## config.mk

```make
export PLATFORM = sky130hd
export DESIGN_NAME = ahb_busif_bridge
export DESIGN_NICKNAME = d
export VERILOG_FILES = /design/src/rtl/ahb_bridge_pkg.sv /design/src/rtl/ahb_busif_bridge.sv
export SDC_FILE = /design/constraint.sdc
export NUM_CORES = 1
export LEC_CHECK = 0
export CORE_MARGIN = 2
export CORE_UTILIZATION = 28
export DETAILED_ROUTE_END_ITERATION = 16
export PLACE_DENSITY = 0.82
export REMOVE_ABC_BUFFERS = 1
export SLEW_MARGIN = 10
export SYNTH_ARGS = -nofsm -noshare
export SYNTH_HDL_FRONTEND = slang
export SYNTH_SLANG_ARGS = --single-unit
```

## constraint.sdc

```tcl
create_clock -name clk_i -period 1.7 [get_ports clk_i]
set_input_delay 0.255 -clock clk_i [delete_from_list [all_inputs] [get_ports clk_i]]
set_output_delay 0.255 -clock clk_i [all_outputs]
set_load 0.01 [all_outputs]
```

## src/rtl/ahb_bridge_pkg.sv

```systemverilog
// Shared types and helpers for the AHB-Lite to flat peripheral bus bridge.
// FSM state encoding, HTRANS/HSIZE codes, byte-lane strobe and transfer error decode.
package ahb_bridge_pkg;

    typedef enum logic [1:0] {
        ST_IDLE = 2'd0,
        ST_DATA = 2'd1,
        ST_ERR1 = 2'd2,
        ST_ERR2 = 2'd3
    } state_e;

    localparam logic [1:0] HTRANS_IDLE   = 2'b00;
    localparam logic [1:0] HTRANS_BUSY   = 2'b01;
    localparam logic [1:0] HTRANS_NONSEQ = 2'b10;
    localparam logic [1:0] HTRANS_SEQ    = 2'b11;

    localparam logic [2:0] HSIZE_BYTE = 3'b000;
    localparam logic [2:0] HSIZE_HALF = 3'b001;
    localparam logic [2:0] HSIZE_WORD = 3'b010;

    function automatic logic [3:0] size_to_strobe(input logic [2:0] hsize, input logic [1:0] lane);
        logic [3:0] strb;
        case (hsize)
            HSIZE_BYTE: strb = 4'b0001 << lane;
            HSIZE_HALF: strb = 4'b0011 << {lane[1], 1'b0};
            default:    strb = 4'b1111;
        endcase
        return strb;
    endfunction

    // Addresses are passed zero-extended to 64 bits so the helper is width-agnostic.
    function automatic logic is_err(input logic [2:0] hsize, input logic [63:0] addr,
                                    input logic [63:0] range);
        logic err;
        err = 1'b0;
        if (hsize > HSIZE_WORD)                              err = 1'b1;
        if ((hsize == HSIZE_HALF) && addr[0])                err = 1'b1;
        if ((hsize == HSIZE_WORD) && (addr[1:0] != 2'b00))   err = 1'b1;
        if (addr >= range)                                   err = 1'b1;
        return err;
    endfunction

endpackage

```

## src/rtl/ahb_busif_bridge.sv

```systemverilog
// Pipelined AHB-Lite subordinate driving the flat peripheral request bus; strobe issued in the data phase.
// Peripheral stall becomes AHB wait states. AHB_BRIDGE_ERR_RESP_EN enables the two-cycle ERROR response.
module ahb_busif_bridge
    import ahb_bridge_pkg::*;
#(
    parameter int                    ADDR_WIDTH = 32,
    parameter logic [ADDR_WIDTH-1:0] ADDR_RANGE = 'h100
) (
    input  logic                  clk_i,
    input  logic                  n_rst_i,
    input  logic                  hsel_i,
    input  logic [ADDR_WIDTH-1:0] haddr_i,
    input  logic                  hwrite_i,
    input  logic [1:0]            htrans_i,
    input  logic [2:0]            hsize_i,
    input  logic [31:0]           hwdata_i,
    input  logic                  hready_i,
    output logic [31:0]           hrdata_o,
    output logic                  hreadyout_o,
    output logic                  hresp_o,
    output logic [ADDR_WIDTH-1:0] busif_addr_o,
    output logic                  busif_wen_o,
    output logic                  busif_ren_o,
    output logic [31:0]           busif_wdata_o,
    output logic [3:0]            busif_strobe_o,
    input  logic [31:0]           busif_rdata_i,
    input  logic                  busif_stall_i
);

    state_e                r_state;
    state_e                w_next_state;
    logic [ADDR_WIDTH-1:0] r_addr;
    logic                  r_write;
    logic [3:0]            r_strobe;

    logic                  w_accept;
    logic                  w_err;
    logic                  w_load;
    logic [3:0]            w_strobe;
    state_e                w_err_state;

    assign w_accept = hsel_i & hready_i &
                      ((htrans_i == HTRANS_NONSEQ) || (htrans_i == HTRANS_SEQ));
    assign w_err    = is_err(hsize_i, 64'(haddr_i), 64'(ADDR_RANGE));
    assign w_strobe = size_to_strobe(hsize_i, haddr_i[1:0]);

`ifdef AHB_BRIDGE_ERR_RESP_EN
    assign w_err_state = ST_ERR1;
`else
    // Without the ERROR response, a bad transfer takes a single OKAY drop cycle in ERR2.
    assign w_err_state = ST_ERR2;
`endif

    assign busif_addr_o = r_addr;

    always_ff @(posedge clk_i or negedge n_rst_i) begin
        if (!n_rst_i) begin
            r_state <= ST_IDLE;
        end else begin
            r_state <= w_next_state;
        end
    end

    always_ff @(posedge clk_i or negedge n_rst_i) begin
        if (!n_rst_i) begin
            r_addr   <= '0;
            r_write  <= 1'b0;
            r_strobe <= 4'b0000;
        end else if (w_load) begin
            r_addr   <= haddr_i;
            r_write  <= hwrite_i;
            r_strobe <= w_strobe;
        end
    end

    always_comb begin
        w_next_state   = r_state;
        w_load         = 1'b0;
        hreadyout_o    = 1'b1;
        hresp_o        = 1'b0;
        hrdata_o       = 32'h0;
        busif_wen_o    = 1'b0;
        busif_ren_o    = 1'b0;
        busif_wdata_o  = 32'h0;
        busif_strobe_o = 4'b0000;
        case (r_state)
            ST_IDLE, ST_ERR2: begin
`ifdef AHB_BRIDGE_ERR_RESP_EN
                hresp_o = (r_state == ST_ERR2);
`endif
                if (w_accept) begin
                    w_load       = 1'b1;
                    w_next_state = w_err ? w_err_state : ST_DATA;
                end else begin
                    w_next_state = ST_IDLE;
                end
            end
            ST_DATA: begin
                busif_wen_o    = r_write;
                busif_ren_o    = !r_write;
                busif_strobe_o = r_strobe;
                busif_wdata_o  = hwdata_i;
                hrdata_o       = busif_rdata_i;
                hreadyout_o    = !busif_stall_i;
                // Completing cycle doubles as the next address phase: zero-bubble pipelining.
                if (!busif_stall_i) begin
                    if (w_accept) begin
                        w_load       = 1'b1;
                        w_next_state = w_err ? w_err_state : ST_DATA;
                    end else begin
                        w_next_state = ST_IDLE;
                    end
                end
            end
            ST_ERR1: begin
                hreadyout_o  = 1'b0;
`ifdef AHB_BRIDGE_ERR_RESP_EN
                hresp_o      = 1'b1;
`endif
                w_next_state = ST_ERR2;
            end
            default: w_next_state = ST_IDLE;
        endcase
    end

endmodule

```

==> metrics.md, run 1 <==
| Metric | Value |
|---|---|
| Status | finished with violations |
| Violated checks | negative setup slack |
| Number of cells on the worst reg-to-reg path | 7 |
| Total global routing overflow | 0 |
| Global placer's final weighted congestion | 0.715 |
| Diodes inserted | 0 |
| Basic-gate share of the synthesized area counting and, or, nand and nor cells | a little under a quarter |
| Fill cells | roughly 600 |
| Global Route met3 Usage | under 10% |
| Root buffer cell | sky130_fd_sc_hd__clkbuf_8 |
| Largest family of logic cells by synthesized area | multiplexers |
| Design internal power | between 0.005 and 0.006 W |
| Average cell area after synthesis | between 10 and 15 sq um |
| Sequential share of power | a little over a fifth |
| Min-Delay Path Class | in2async |
| Final Setup Violations | 75 |
| Static leakage | 2.41 nW |
| Die H | ~94 um |
| Arr. time, crit path | ~2000 ps |
| RSZ-0062 raised after global routing | true |
| First-pass GRT wire length | roughly 14,000 um |
| DRT iter0 DRCs | 35 |
| Relative contribution of the clock network to total power | under 10% |
| Overall global routing resource usage | 20.2% |
| Max FO, Critical Path | 6 |
| Core Area | between 7000 and 8000 sq um |
| Smallest setup slack after layout | -124 ps |
| Minimum clock period | ~1800 ps |
| Power density of the placed cells | around 1500 nW/um^2 |
| Routed wire length | about 9800 um |
| Met1 usage | 20.6% |
| Number of warnings reported in the yosys synthesis log | 0 |
| CTS tree | done |
| Final hold violation count | 0 |
| Number of synthesized register bits | 39 |
| Antenna violations before repair | 0 |
| GR Layer Usage met2 | 39.9% |
| Via count of the first global-routing pass | roughly 2,500 |
| Worst-skew pair later-pin latency | a little under 300 ps |
| Post-placement cell count | 500 |
| Final critical-path share of the clock period | 107% |
| Maximum clock frequency | approximately 550 MHz |
| Post-route insts no fill | around 530 |
| Combinational fraction of design power | 68.9% |
| Net load switching power | approximately 0.0025 W |
| Clock input transition at the sequential cells of the worst setup and hold paths | approximately 80 ps |
| Dpl cell area | 4490 sq um |
| Site row count | 32 |
| Total CTS buffers | 5 |
| Capturing element type of the critical path | flop |
| ANT nets after route | 0 |
| Portion of synthesized cell area occupied by the leading cell type | between 40 and 50% |
| Max clock buf depth | 2 |
| Dominant cells by area after synthesis | sky130_fd_sc_hd__dfrtp_1 (43%), sky130_fd_sc_hd__mux2_4 (20%), sky130_fd_sc_hd__and2_1 (19%), sky130_fd_sc_hd__mux2_2 (3.5%), sky130_fd_sc_hd__buf_12 (2.7%) |
| Unique masters post-synth | 27 |
| Post-DR wirelength/cell | ~19 um |
| Count of vias placed by the detailed router | 2,363 |
| Total number of clock tree sinks | 39 |
| Hold_ws | 437 ps |
| Worst vdd ir | between 0.0008 and 0.0009 V |
| Die W | roughly 94 um |
| Largest net degree at the start of global routing | 22 |
| Number of I/O pins | ~210 |
| Cell taking the most area after synthesis | sky130_fd_sc_hd__dfrtp_1 |
| Final Max Slew Viols | 0 |
| Sequential-to-total area share from yosys stat | about 43% |
| Critical path start-end classification | reg2reg |
| Remaining routing DRC violations | 0 |
| Synth Area in Adders | between 1 and 1.5% |
| Final clock skew | slightly below 6 ps |
| Total iterations of the first detailed-routing run | 4 |
| Post-layout nets | ~530 |
| Worst endpoint required time | about 1900 ps |
| Cell count after synthesis | approximately 190 |
| Starting Density | 29.1% |
| Multiplexer area fraction after synthesis | between 20% and 30% |
| Share of the synthesized area in compound gates (AO/OA/AOI/OAI) | under 10% |
| Area of the die | between 8000 and 9000 sq um |
| Switching Fraction | a little under a third |
| Port Buf Inserts | roughly 210 |
| Type of element launching the critical path | flop |
| Hpwl dp | 7060 um |
| CTS H-tree lvls | 2 |
| Area growth from synthesis to layout | 129% |
| Max-capacitance violation count | 0 |
| Sum of negative setup slack | -4910 ps |
| Fraction of final layout cells sized beyond drive strength 1 | between 40 and 50% |
| XOR/XNOR share of the synthesized area | 0% |
| Final Cell Area | a little over 5000 sq um |
| GR peak layer | met2 |
| Post-synthesis cell area | between 2000 and 2500 sq um |
| DR vias/cell | roughly 4.5 |
[power by group through the flow]
stage / registers, W / logic (W) / clock network (W)
3_5_place_dp: 0.00165 / 0.00407 / 0
6_report: 0.00167 / 0.00541 / 0.000773
2_1_floorplan: 0.00180 / 0.00151 / 0
4_1_cts: 0.00166 / 0.00494 / 0.000793
3_3_place_gp: 0.00165 / 0.00400 / 0
5_1_grt: 0.00172 / 0.00570 / 0.000831
[layout by cell type (no fill, tap or decap), types with 2 or more instances in the layout]
master and n:
sky130_fd_sc_hd__ha_4 2, sky130_fd_sc_hd__buf_12 9, sky130_fd_sc_hd__buf_16 2, sky130_fd_sc_hd__nor2b_1 2, sky130_fd_sc_hd__nor2_1 3, sky130_fd_sc_hd__clkdlybuf4s50_1 136, sky130_fd_sc_hd__nor4_1 5, sky130_fd_sc_hd__inv_2 2
sky130_fd_sc_hd__and4_1 2, sky130_fd_sc_hd__o21ai_0 4, sky130_fd_sc_hd__clkbuf_8 5, sky130_fd_sc_hd__buf_4 5, sky130_fd_sc_hd__mux2_2 7, sky130_fd_sc_hd__mux2_4 30, sky130_fd_sc_hd__buf_2 13, sky130_fd_sc_hd__dfrtp_1 39
sky130_fd_sc_hd__and2_4 59, sky130_fd_sc_hd__clkbuf_16 6, sky130_fd_sc_hd__buf_6 64, sky130_fd_sc_hd__and2_1 10
[synth_stat cells, drive strengths merged]
master	count
nand3	1
a211oi	1
nand2	1
nor4	5
buf	5
nor3	1
conb	1
mux2	37
nor2	3
a31oi	1
o31ai	1
and4	2
mux2i	1
a21oi	2
o2bb2ai	1
o21ai	4
nor2b	2
clkbuf	8
and2	69
inv	4
ha	2
a211o	1
dfrtp	39
nand2b	1
[final cells by class]
class | instances | area (sq um) | area share [%]
multi-input combinational | 137 | 1350 | 26.1
clock inverter | 3 | 43.8 | 0.845
sequential | 39 | 976 | 18.8
inverter | 4 | 17.5 | 0.338
timing repair buffer | 237 | 2590 | 50.1
tap | 102 | 128 | 2.46
clock buffer | 5 | 68.8 | 1.33
[routing by layer]
metal / part of all wire [%] / wire, um
met5: 0 / 0
met4: 0.64 / 62
met3: 9.5 / 926
met2: 56 / 5470
met1: 34 / 3300
[worst max-delay path, stage by stage, from the launching register on]
cell and delay, ps:
sky130_fd_sc_hd__dfrtp_1 400, sky130_fd_sc_hd__buf_6 120, sky130_fd_sc_hd__inv_4 30, sky130_fd_sc_hd__ha_4 250, sky130_fd_sc_hd__inv_2 30, sky130_fd_sc_hd__a211o_4 390, sky130_fd_sc_hd__clkbuf_16 190, sky130_fd_sc_hd__mux2_4 290
[cells by family (layout without fill, tap and decap cells)]
family / count (synthesis) / count (layout)
multiplexers: 38 / 38
other: 1 / 1
buffers and inverters: 17 / 249
AO/OA/AOI/OAI: 11 / 11
flip-flops: 39 / 39
AND/OR/NAND/NOR: 85 / 85
adder cells (fa/ha/maj): 2 / 2
[registers in the layout (all words and copies together) (netlist names)]
| signal | count |
|---|---|
| busif_addr_o | 32 |
| r_strobe | 4 |
| r_state | 2 |
| r_write | 1 |
[worst paths after layout]
| path | from | end | slack [ps] |
|---|---|---|---|
| max in group asynchronous | n_rst_i | r_strobe[0] | 790 |
| max | r_state[0] | busif_addr_o[20] | -120 |
| max reg2reg | r_state[0] | busif_addr_o[20] | -120 |
| min reg2reg | busif_addr_o[10] | busif_addr_o[10] | 510 |
| min | n_rst_i | busif_addr_o[2] | 440 |
| min in group clk_i | busif_addr_o[10] | busif_addr_o[10] | 510 |
[stage by stage]
| step | setup slack, ps | util, % | total power [W] |
|---|---|---|---|
| floorplan | -1230 | - | 0.00331 |
| global placement | -150 | 57.7 | 0.00565 |
| detailed placement | -164 | 57.7 | 0.00572 |
| CTS | -117 | 62.8 | 0.00739 |
| global route | -184 | 66.7 | 0.00826 |
| finish | -124 | 66.7 | 0.00785 |
[timing repair]
item | in CTS | in global routing
pin swaps | 3 | 1
gates cloned | 6 | 6
endpoints found under the hold margin | 18 | 0
hold buffers | 1 | 0
setup endpoints to repair | 108 | 109
buffers inserted | 9 | 3
gates resized for setup | 372 | 56
(Power assumes the default switching activity.)
==> inputs of run 2 (changes only) <==
- ABC_AREA: unset -> 1
- PLACE_DENSITY: 0.82 -> 0.87
==> run 2 against run 1 <==
Compared with the run above:
- largest power group unchanged
- via count up 38%
- global-route usage rose by 3.3 points
- area after synthesis increased by 2.0%
- the flow still finishes with violations (negative setup slack)
==> metrics.md, run 2 <==
| Metric | Value |
|---|---|
| Largest net degree at the start of global routing | 40 (+82%) |
| ANT nets after route | 0 (unchanged) |
| Commonest cells after routing, fill and taps aside | sky130_fd_sc_hd__clkdlybuf4s50_1 (136), sky130_fd_sc_hd__nand2_1 (90), sky130_fd_sc_hd__nand2_2 (55) |
| Smallest setup slack after layout | -219 ps (-95.6 ps) |
| Cell taking the most area after synthesis | sky130_fd_sc_hd__dfrtp_1 |
| Total iterations of the first detailed-routing run | 4 (unchanged) |
| Critical path start-end classification | reg2out |
| Sequential-to-total area share from yosys stat | 42.3% (-0.87 points) |
| Met1 Wirelength | 3860 um (+17%) |
| Remaining routing DRC violations | 0 (unchanged) |
| Port Buf Inserts | 208 (unchanged) |
| Static leakage | 3.23 nW (+34%) |
| Fraction of final layout cells sized beyond drive strength 1 | 42.2% (-7.7 points) |
| Min-Delay Path Class | in2async |
| Overall global routing resource usage | 23.5% (+3.3 points) |
| Dominant cells by area after synthesis | sky130_fd_sc_hd__dfrtp_1 (42%), sky130_fd_sc_hd__nand2_1 (29%), sky130_fd_sc_hd__inv_1 (13%), sky130_fd_sc_hd__nor2_1 (3.1%), sky130_fd_sc_hd__o21ai_0 (2.6%) |
| DR vias/cell | 4.54 (+1.3%) |
| Global placer's final weighted congestion | 0.863 (+21%) |
| DRT iter0 DRCs | 93 (+170%) |
| Average cell area after synthesis | 6.32 sq um (-46%) |
| Worst Max-Slew Pin Slew | just over 500 ps |
| Core Area | 8090 sq um (+4.2%) |
| Max-capacitance violation count | 0 (unchanged) |
| First-pass GRT wire length | 16,100 um (+19%) |
| Hold_ws | 14.3 ps (-423 ps) |
| Post-synthesis cell area | 2310 sq um (+2.0%) |
| Capturing element type of the critical path | primary output |
| Maximum clock frequency | 521 MHz (-5.0%) |
| Site row count | 33 (+3.1%) |
| Worst-skew pair later-pin latency | 290 ps (about the same) |
| Routed wire length | 12,400 um (+27%) |
| Total CTS buffers | 5 (unchanged) |
| Violated checks | negative setup slack |
| Number of I/O pins | 211 (unchanged) |
| Max reg flops | 32 (unchanged) |
| Starting Density | 28.5% (-0.60 points) |
| Cell count after synthesis | 365 (+89%) |
| Via count of the first global-routing pass | 3,204 (+29%) |
| Total global routing overflow | 0 (unchanged) |
| Power density of the placed cells | 1410 nW/um^2 (-6.9%) |
| Number of cells on the worst reg-to-reg path | 12 (+5) |
| Hold-fix buffers at CTS | 0 (-1) |
| Sum of met2 wire segment lengths after detailed routing | 6570 um (+20%) |
| Async set-or-reset flop fraction in the synthesized netlist | 100% (unchanged) |
| Status | finished with violations |
| Max FO, Critical Path | 5 (-1) |
| Final Setup Violations | 96 (+28%) |
| Max clock buf depth | 2 (unchanged) |
| Number of synthesized register bits | 39 (unchanged) |
| Post-placement cell count | 673 (+35%) |
| Unique masters post-synth | 20 (-26%) |
| Number of enable-type register cells in the synthesized netlist | 0 (unchanged) |
| Worst endpoint required time | 1440 ps (-440 ps) |
| Post-DR wirelength/cell | 17.2 um (-6.9%) |
| Area of the die | 8980 sq um (+2.0%) |
| Arr. time, crit path | 1660 ps (-340 ps) |
| Root buffer cell | sky130_fd_sc_hd__clkbuf_8 |
| Most instantiated cells after synthesis | sky130_fd_sc_hd__nand2_1 (178), sky130_fd_sc_hd__inv_1 (82), sky130_fd_sc_hd__dfrtp_1 (39) |
| Die W | 94.8 um (+0.97%) |
| Top flip-flop cell by instance count after synthesis | sky130_fd_sc_hd__dfrtp_1 |
| Final hold violation count | 0 (unchanged) |
| CTS H-tree lvls | 2 (unchanged) |
| Number of warnings reported in the yosys synthesis log | 0 (unchanged) |
| Clock input transition at the sequential cells of the worst setup and hold paths | 80 ps (about the same) |
| Worst-case headroom to the max-slew limit | 65.8% |
| Minimum clock period | 1920 ps (+95.6 ps) |
| Portion of synthesized cell area occupied by the leading cell type | 42.3% (-0.87 points) |
| Die H | 94.8 um (+0.97%) |
| Top Metal Used | met4 |
| Post-layout nets | 719 (+35%) |
| Leading cell type in the layout, fill and taps excluded | sky130_fd_sc_hd__clkdlybuf4s50_1 |
| Total number of clock tree sinks | 39 (unchanged) |
| Final critical-path share of the clock period | 113% (+5.6 points) |
| Antenna violations before repair | 1 (+1) |
| Hpwl dp | 7390 um (+4.7%) |
| Most common cell in the synthesized netlist | sky130_fd_sc_hd__nand2_1 |
| Type of element launching the critical path | flop |
| Final clock skew | 2.17 ps (-3.77 ps) |
| Worst vdd ir | 0.000865 V (+2.7%) |
| Post-route insts no fill | 717 (+36%) |
| CTS tree | done |
| Area growth from synthesis to layout | 146% |
| RSZ-0062 raised after global routing | true |
| Count of vias placed by the detailed router | 3,256 (+38%) |
| Final Max Slew Viols | 0 (unchanged) |
| Detailed route wirelength on metal3 | 1260 um (+37%) |
run 2: cell types whose count changed in the layout (fill, tap and decap cells not counted), sizes merged, moves of 10 or more:
cell and delta:
buf +19, mux2 -37, inv +80, o21ai +10, nand2 +177, nor2 +16, and2 -69
run 2: where the power goes:
group	switching, W	total [W]	internal (W)
registers	0.000297	0.00166	0.00136
clock network	0.000349	0.000935	0.000586
logic	0.00246	0.00541	0.00295
run 2: critical path, stage by stage (launching register included):
cell,delay (ps)
sky130_fd_sc_hd__dfrtp_1,420
sky130_fd_sc_hd__ha_4,190
sky130_fd_sc_hd__buf_12,120
sky130_fd_sc_hd__buf_12,120
sky130_fd_sc_hd__buf_12,140
sky130_fd_sc_hd__buf_16,140
sky130_fd_sc_hd__nand2_2,70
sky130_fd_sc_hd__inv_2,50
sky130_fd_sc_hd__buf_6,120
run 2: cells by family (layout without fill, tap and decap cells):
kind of cell	count (synthesis)	in the layout	share of synthesized area, %
adders and majority gates	2	2	1.08
AOI/OAI and AO/OA	16	16	3.80
DFF	39	39	42.3
buffers and inverters	100	346	18.4
and+or+nand+nor	207	207	34.3
other	1	2	0.163
run 2: through the flow:
stage	worst slack, ps	area (sq um)	total power, W	setup TNS, ps	utilization (%)
6_report	-219	5670	0.00800	-12220	70.1
5_1_grt	-267	5670	0.00847	-17150	70.1
4_1_cts	-184	5050	0.00712	-9320	62.5
3_5_place_dp	-159	4530	0.00527	-7690	55.9
3_3_place_gp	-129	4530	0.00516	-5740	55.9
2_1_floorplan	-1730	2200	0.00300	-97000	-
run 2: cell type report:
type | instances | area, sq um
timing repair buffer | 251 | 2670
fill | 598 | 2420
multi-input combinational | 226 | 1360
sequential | 39 | 976
inverter | 84 | 349
tap | 105 | 131
clock buffer | 5 | 68.8
clock inverter | 3 | 67.6
timing repair inverter | 3 | 48.8
antenna | 1 | 2.50
run 2: routing by layer:
layer | up-vias | GRT usage, %
met4 | 0 | 11.2
met2 | 167 | 43.7
met3 | 48 | 8.46
met5 | - | 0
met1 | 1512 | 22.9
li1 | 1529 | -
run 2: path summary, 6_finish.rpt:
kind	start	to	slack (ps)
setup / recovery	r_state[0]	busif_wdata_o[16]	-220
hold reg to reg	busif_addr_o[4]	busif_addr_o[4]	490
min in group clk_i	busif_addr_o[4]	busif_addr_o[4]	490
setup reg to reg	r_state[0]	busif_addr_o[26]	-190
hold / removal	n_rst_i	busif_addr_o[3]	10
max in group asynchronous	n_rst_i	busif_addr_o[15]	1340
run 2: timing repair:
action / CTS / global route
endpoints found under the hold margin: 0 / 0
setup endpoints to repair: 104 / 108
resized for setup: 357 / 177
pin swaps: 2 / 6
cloned: 12 / 3
setup buffers: 18 / 5
